<file path="config.mk">
export PLATFORM = sky130hd
export DESIGN_NAME = mem_access_unit
export DESIGN_NICKNAME = d
export VERILOG_FILES = /design/src/rtl/mem_access_unit.sv
export SDC_FILE = /design/constraint.sdc
export NUM_CORES = 1
export LEC_CHECK = 0
export ABC_AREA = 1
export BUFFER_PORTS_ARGS = -buffer_cell sky130_fd_sc_hd__buf_2
export CORE_MARGIN = 8
export CORE_UTILIZATION = 52
export DETAILED_ROUTE_END_ITERATION = 16
export GPL_ROUTABILITY_DRIVEN = 0
export GPL_TIMING_DRIVEN = 0
export PLACE_DENSITY = 0.81
export RECOVER_POWER = 50
export SETUP_SLACK_MARGIN = 0.05
export SYNTH_ARGS = -nofsm -noshare
export SYNTH_HDL_FRONTEND = slang
export SYNTH_SLANG_ARGS = --single-unit
</file>
<file path="constraint.sdc">
create_clock -name clk -period 3.2 [get_ports clk]
set_clock_uncertainty 0.1 [all_clocks]
set_input_delay 0.64 -clock clk [delete_from_list [all_inputs] [get_ports clk]]
set_output_delay 0.64 -clock clk [all_outputs]
set_load 0.01 [all_outputs]
</file>
<file path="src/rtl/mem_access_unit.sv">
// mem_access_unit: load/store initiator for a single-port, word-wide data RAM.
// Byte and halfword stores become a read-modify-write of the containing word.
// Loads are lane-extracted and then sign- or zero-extended.
// Misaligned or illegal-size requests answer with an error and never touch memory.
module mem_access_unit #(
  parameter int ADDR_WIDTH = 32,
  parameter int DATA_WIDTH = 32
) (
  input  logic                  clk,
  input  logic                  rst,
  input  logic                  req_valid_i,
  output logic                  req_ready_o,
  input  logic                  req_we_i,
  input  logic [1:0]            req_size_i,
  input  logic                  req_unsigned_i,
  input  logic [ADDR_WIDTH-1:0] req_addr_i,
  input  logic [DATA_WIDTH-1:0] req_wdata_i,
  output logic                  resp_valid_o,
  input  logic                  resp_ready_i,
  output logic [DATA_WIDTH-1:0] resp_rdata_o,
  output logic                  resp_err_o,
  output logic                  mem_we_o,
  output logic [ADDR_WIDTH-1:0] mem_addr_o,
  output logic [DATA_WIDTH-1:0] mem_wdata_o,
  input  logic [DATA_WIDTH-1:0] mem_rdata_i
);

  typedef enum logic [1:0] {IDLE, RD, WR, RESP} state_t;

  localparam logic [1:0] SIZE_BYTE = 2'b00;
  localparam logic [1:0] SIZE_HALF = 2'b01;
  localparam logic [1:0] SIZE_WORD = 2'b10;

  state_t                state_q, state_d;
  logic [ADDR_WIDTH-1:0] addr_q;
  logic [1:0]            size_q;
  logic                  we_q;
  logic                  uns_q;
  logic                  err_q;
  logic [DATA_WIDTH-1:0] wdata_q;
  // Holds the extended load result, or the old word during a read-modify-write.
  logic [DATA_WIDTH-1:0] word_q;

  logic                  accept;
  logic                  req_err;
  logic [ADDR_WIDTH-1:0] aligned_addr;

  // Picks the addressed lane out of a RAM word and extends it to a full word.
  function automatic logic [DATA_WIDTH-1:0] extract_lane(
    input logic [DATA_WIDTH-1:0] word,
    input logic [1:0]            offset,
    input logic [1:0]            size,
    input logic                  is_unsigned
  );
    logic [7:0]            lane_b;
    logic [15:0]           lane_h;
    logic [DATA_WIDTH-1:0] result;
    lane_b = word[{offset, 3'b000} +: 8];
    lane_h = offset[1] ? word[31:16] : word[15:0];
    case (size)
      SIZE_BYTE: result = is_unsigned ? {24'd0, lane_b} : {{24{lane_b[7]}}, lane_b};
      SIZE_HALF: result = is_unsigned ? {16'd0, lane_h} : {{16{lane_h[15]}}, lane_h};
      default:   result = word;
    endcase
    return result;
  endfunction

  // Replaces only the addressed byte/halfword lane of the old word.
  function automatic logic [DATA_WIDTH-1:0] merge_lane(
    input logic [DATA_WIDTH-1:0] old_word,
    input logic [DATA_WIDTH-1:0] store_data,
    input logic [1:0]            offset,
    input logic [1:0]            size
  );
    logic [DATA_WIDTH-1:0] result;
    result = old_word;
    case (size)
      SIZE_BYTE: result[{offset, 3'b000} +: 8] = store_data[7:0];
      SIZE_HALF: begin
        if (offset[1]) result[31:16] = store_data[15:0];
        else           result[15:0]  = store_data[15:0];
      end
      default:   result = store_data;
    endcase
    return result;
  endfunction

  assign accept       = (state_q == IDLE) && req_valid_i;
  assign aligned_addr = {addr_q[ADDR_WIDTH-1:2], 2'b00};

  // Illegal size, or a halfword/word not aligned to its own size.
  assign req_err = (req_size_i == 2'b11) ||
                   ((req_size_i == SIZE_HALF) && req_addr_i[0]) ||
                   ((req_size_i == SIZE_WORD) && (req_addr_i[1:0] != 2'b00));

  // State register plus request capture and RAM word capture.
  // NOTE: sequential state uses <= so every register samples pre-edge values,
  // independent of statement order inside the block.
  always_ff @(posedge clk) begin
    if (!rst) begin
      state_q <= IDLE;
      addr_q  <= '0;
      size_q  <= '0;
      we_q    <= 1'b0;
      uns_q   <= 1'b0;
      err_q   <= 1'b0;
      wdata_q <= '0;
      word_q  <= '0;
    end else begin
      state_q <= state_d;
      if (accept) begin
        addr_q  <= req_addr_i;
        size_q  <= req_size_i;
        we_q    <= req_we_i;
        uns_q   <= req_unsigned_i;
        err_q   <= req_err;
        wdata_q <= req_wdata_i;
      end
      if (state_q == RD) begin
        word_q <= we_q ? mem_rdata_i
                       : extract_lane(mem_rdata_i, addr_q[1:0], size_q, uns_q);
      end
    end
  end

  // Next-state selection.
  // NOTE: every comb output gets a default first, so no path can infer a latch.
  always_comb begin
    state_d = state_q;
    case (state_q)
      IDLE: begin
        if (req_valid_i) begin
          if (req_err)                                   state_d = RESP;
          else if (req_we_i && (req_size_i == SIZE_WORD)) state_d = WR;
          else                                           state_d = RD;
        end
      end
      RD:      state_d = we_q ? WR : RESP;
      WR:      state_d = RESP;
      RESP:    state_d = resp_ready_i ? IDLE : RESP;
      default: state_d = IDLE;
    endcase
  end

  // Output decode; everything is held at zero while reset is asserted.
  always_comb begin
    req_ready_o  = 1'b0;
    resp_valid_o = 1'b0;
    resp_rdata_o = '0;
    resp_err_o   = 1'b0;
    mem_we_o     = 1'b0;
    mem_addr_o   = '0;
    mem_wdata_o  = '0;
    if (rst) begin
      case (state_q)
        IDLE: req_ready_o = 1'b1;
        RD:   mem_addr_o  = aligned_addr;
        WR: begin
          mem_addr_o  = aligned_addr;
          mem_we_o    = 1'b1;
          mem_wdata_o = (size_q == SIZE_WORD) ? wdata_q
                                              : merge_lane(word_q, wdata_q, addr_q[1:0], size_q);
        end
        RESP: begin
          resp_valid_o = 1'b1;
          resp_err_o   = err_q;
          resp_rdata_o = (we_q || err_q) ? '0 : word_q;
        end
        default: ;
      endcase
    end
  end

endmodule

</file>
==> impl_results.md <==
- Num CTS Buffers: 9
- PnR Total Power: between 0.006 and 0.007 W
- CTS root buffer: clkbuf_16
- Simple-gate area share of the yosys netlist: about a quarter
- Crit Path Category: reg2out
- Unique masters post-synth: 32
- Hold depth: 2
- # clock sinks: 103
- Diodes inserted: 0
- Buf/Inv on CP: 3
- Seq cells post-synth: ~100
- Power density over cell area: ~830 nW/um2
- CTS H-Tree Depth: 3
- DRT iter0 DRCs: around 1100
- Critical path required time: ~2.5 ns
- Footprint of the multi-input gates: about 3600 um2
- I/O Pins: slightly above 200
- Post-placement cell area: 7597 um2
- CP delay by family, top: simple AND/OR/NAND/NOR gates
- RSZ-0062 raised after global routing: no
- Endpoints failing hold: 0
- Adder-Cell Fraction of Synth Area: 1.952%
- Core area: roughly 12000 um2
- GRT overflow: 0
- R2R Path Start: state_q[0]
- Clk slew on worst S/H paths: about 0.070 ns
- Routed WL: roughly 25 mm
- CP max-delay cell: dfxtp_2
- Mean cell area of the mapped netlist: roughly 6.4 um2
- Net count, final: 1326
- Post-synthesis cell count: approximately 1000
- Number of global-route vias before repair: roughly 7600
- Area growth syn-to-layout: 22.76%
- Fillcell total: about 1200
- Die Wd: between 100 and 150 um
- XOR/XNOR Fraction of Synth Area: 0%
- CTS tree: built
- Hold EP: addr_q[8]
- Deepest clock path buffer count: 2
- Final Cycle Share: ~96%
- CP arrival: around 2.3 ns
- Largest family of logic cells by synthesized area: compound AO/OA/AOI/OAI gates
- Die Ht: around 130 um
- DR WL/cell: 18.09 um
- Worst Setup End Kind: primary output
- Design area: around 7900 um2
- Complex-gate fraction of the synthesized area: around 30%
- Via count: 7898
- FMAX: about 0.33 GHz
- Skew-Pair Late Insertion Delay: between 0.3 and 0.4 ns
- Routed Antenna Nets: 0
- Setup TNS: 0 ns
- WHS: around 0.38 ns
- Largest net degree at the start of global routing: 21
- Max cap viols: 0
- Max-slew violations: 0
- Post-layout min period: between 3 and 4 ns
- Dpl hpwl: between 15 and 20 mm
- Relative slew slack: a little over half
- Register area: 2067 um2
- Leakage: ~3.7 nW
- Crit path launch type: register
- Site Rows: 40
- Layout cells sized above 1: 23.17%
- Die Footprint: roughly 16000 um2
- Port buffer count: 200
- Hold Crit Class: reg2reg
- Mapped Area: ~6400 um2
- Hold path startpoint: addr_q[8]
- CTS Hold Bufs: 0
- Final-report setup violation count: 0
- Synth warn: 0
- Outcome: completed
- Post-CTS Setup Inserts: 0
- Slowest Stage Delay on Critical Path: 0.41 ns
- Post-synthesis sequential area ratio: about a third
- Portion of netlist area occupied by mux cells: 0%
- Antenna violations before repair: 0
- R2R Path End: wdata_q[4]
- Worst VDD drop: between 0.6 and 0.7 mV
- Worst r2r path cells: 6
- Vias per cell: 5.790
- Tightest Pin Transition: 0.7054 ns
- GRT Total Usage: roughly 30%
- Initial Util: about 53%
- DRC: 0
- Drt pass-1 iters: 6
- First-pass GRT wire length: slightly below 40 mm
- CP cell instances: inv_2 > ha_1 > or2_2 > o21ai_0 > o211ai_1 > nand3_1 > nand2_1 > inv_1 > buf_2
- Setup slack, reg-to-reg: 0.85 ns
- Max FO, Critical Path: 9
[Yosys cell counts (all sizes together)]
master / number / area share (%)
a21oi: 122 / 10
a221oi: 8 / 1.7
a31oi: 2 / 0.20
buf: 30 / 3.1
clkbuf: 48 / 2.8
conb: 1 / 0.059
dfxtp: 103 / 32
ha: 10 / 2.0
inv: 101 / 6.0
nand2: 142 / 8.7
nand3: 31 / 2.6
nand3b: 1 / 0.12
nor2: 158 / 9.3
nor3: 30 / 2.3
o211ai: 23 / 2.7
o21ai: 165 / 13
o221ai: 7 / 0.96
o22ai: 7 / 0.68
o31ai: 7 / 0.82
or2: 8 / 0.78
[registers in the layout, indices dropped and copies added, names as in the netlist]
name	flops
addr_q	32
wdata_q	32
word_q	32
size_q	2
state_q	2
err_q	1
uns_q	1
we_q	1
[repair_timing]
item / CTS / global route
gates cloned: 0 / 0
endpoints found under the setup margin: 32 / 23
gates resized for setup: 5 / 8
hold endpoints to repair: 0 / 0
pin swaps: 0 / 0
[layer usage]
layer | global-route usage, % | routed length [um] | vias up | part of all wire, %
met5 | 0 | 0 | - | 0
met1 | 34.95 | 9233 | 3503 | 37
li1 | - | - | 3754 | -
met2 | 46.21 | 10800 | 545 | 44
met3 | 12.65 | 3429 | 96 | 14
met4 | 15.05 | 1218 | 0 | 4.9
[power by group]
| group | leakage (nW) | switching (W) | internal [W] |
|---|---|---|---|
| combinational | 2.72 | 0.00230 | 0.00108 |
| clock | 0.137 | 0.000520 | 0.000534 |
| sequential | 0.850 | 0.000403 | 0.00172 |
[worst reg2reg max path: cells and delay by family, from the launching register on]
kind	cells	cell delay (ns)
compound gates	1	0.16
buf+inv	3	1.03
fa+ha+maj	1	0.24
simple gates	1	0.29
flops	1	0.39
[placed cells by master (no fill, tap or decap), drive strengths merged]
| cell | netlist | final |
|---|---|---|
| a21oi | 122 | 122 |
| a221oi | 8 | 8 |
| a31oi | 2 | 2 |
| buf | 30 | 227 |
| clkbuf | 48 | 57 |
| clkinv | 0 | 4 |
| conb | 1 | 2 |
| dfxtp | 103 | 103 |
| ha | 10 | 10 |
| inv | 101 | 103 |
| nand2 | 142 | 142 |
| nand3 | 31 | 31 |
| nand3b | 1 | 1 |
| nor2 | 158 | 158 |
| nor3 | 30 | 30 |
| o211ai | 23 | 23 |
| o21ai | 165 | 165 |
| o221ai | 7 | 7 |
| o22ai | 7 | 7 |
| o31ai | 7 | 7 |
| or2 | 8 | 8 |
[worst max-delay path by stage]
stage	start	end	slack (ns)	cells after the start
CTS	addr_q[0]	mem_wdata_o[24]	0.07	10
floorplan	addr_q[1]	mem_wdata_o[24]	0.54	10
finish	addr_q[0]	mem_wdata_o[25]	0.13	9
detailed placement	addr_q[1]	mem_wdata_o[15]	-0.09	11
global route	addr_q[0]	mem_wdata_o[25]	0.06	9
global placement	addr_q[1]	mem_wdata_o[15]	-0.09	11
[stage by stage]
stage / worst slack (ns) / utilization, % / cells
after floorplan: 0.5429 / - / 1005
after global placement: -0.08926 / 63.25 / 1352
after detailed placement: -0.09243 / 63.25 / 1352
after CTS: 0.06722 / 65.57 / 1367
after global routing: 0.05833 / 65.50 / 1364
final: 0.1346 / 65.50 / 1364
[cells by family after synthesis]
family                   after synthesis
AND/OR/NAND/NOR                      370
buffers and inverters                179
flip-flops                           103
adder cells (fa/ha/maj)               10
AO/OA/AOI/OAI                        341
other                                  1
[cell type report]
| type | count | area share, % |
|---|---|---|
| Clock buffer | 10 | 2.910 |
| Multi-Input combinational cell | 723 | 45.59 |
| Sequential cell | 103 | 26.27 |
| Inverter | 101 | 4.946 |
| Clock inverter | 6 | 0.5725 |
| Timing Repair Buffer | 200 | 12.71 |
| Buffer | 74 | 4.660 |
| Tap cell | 147 | 2.338 |
No activity file was read; power rests on OpenSTA's default activity.
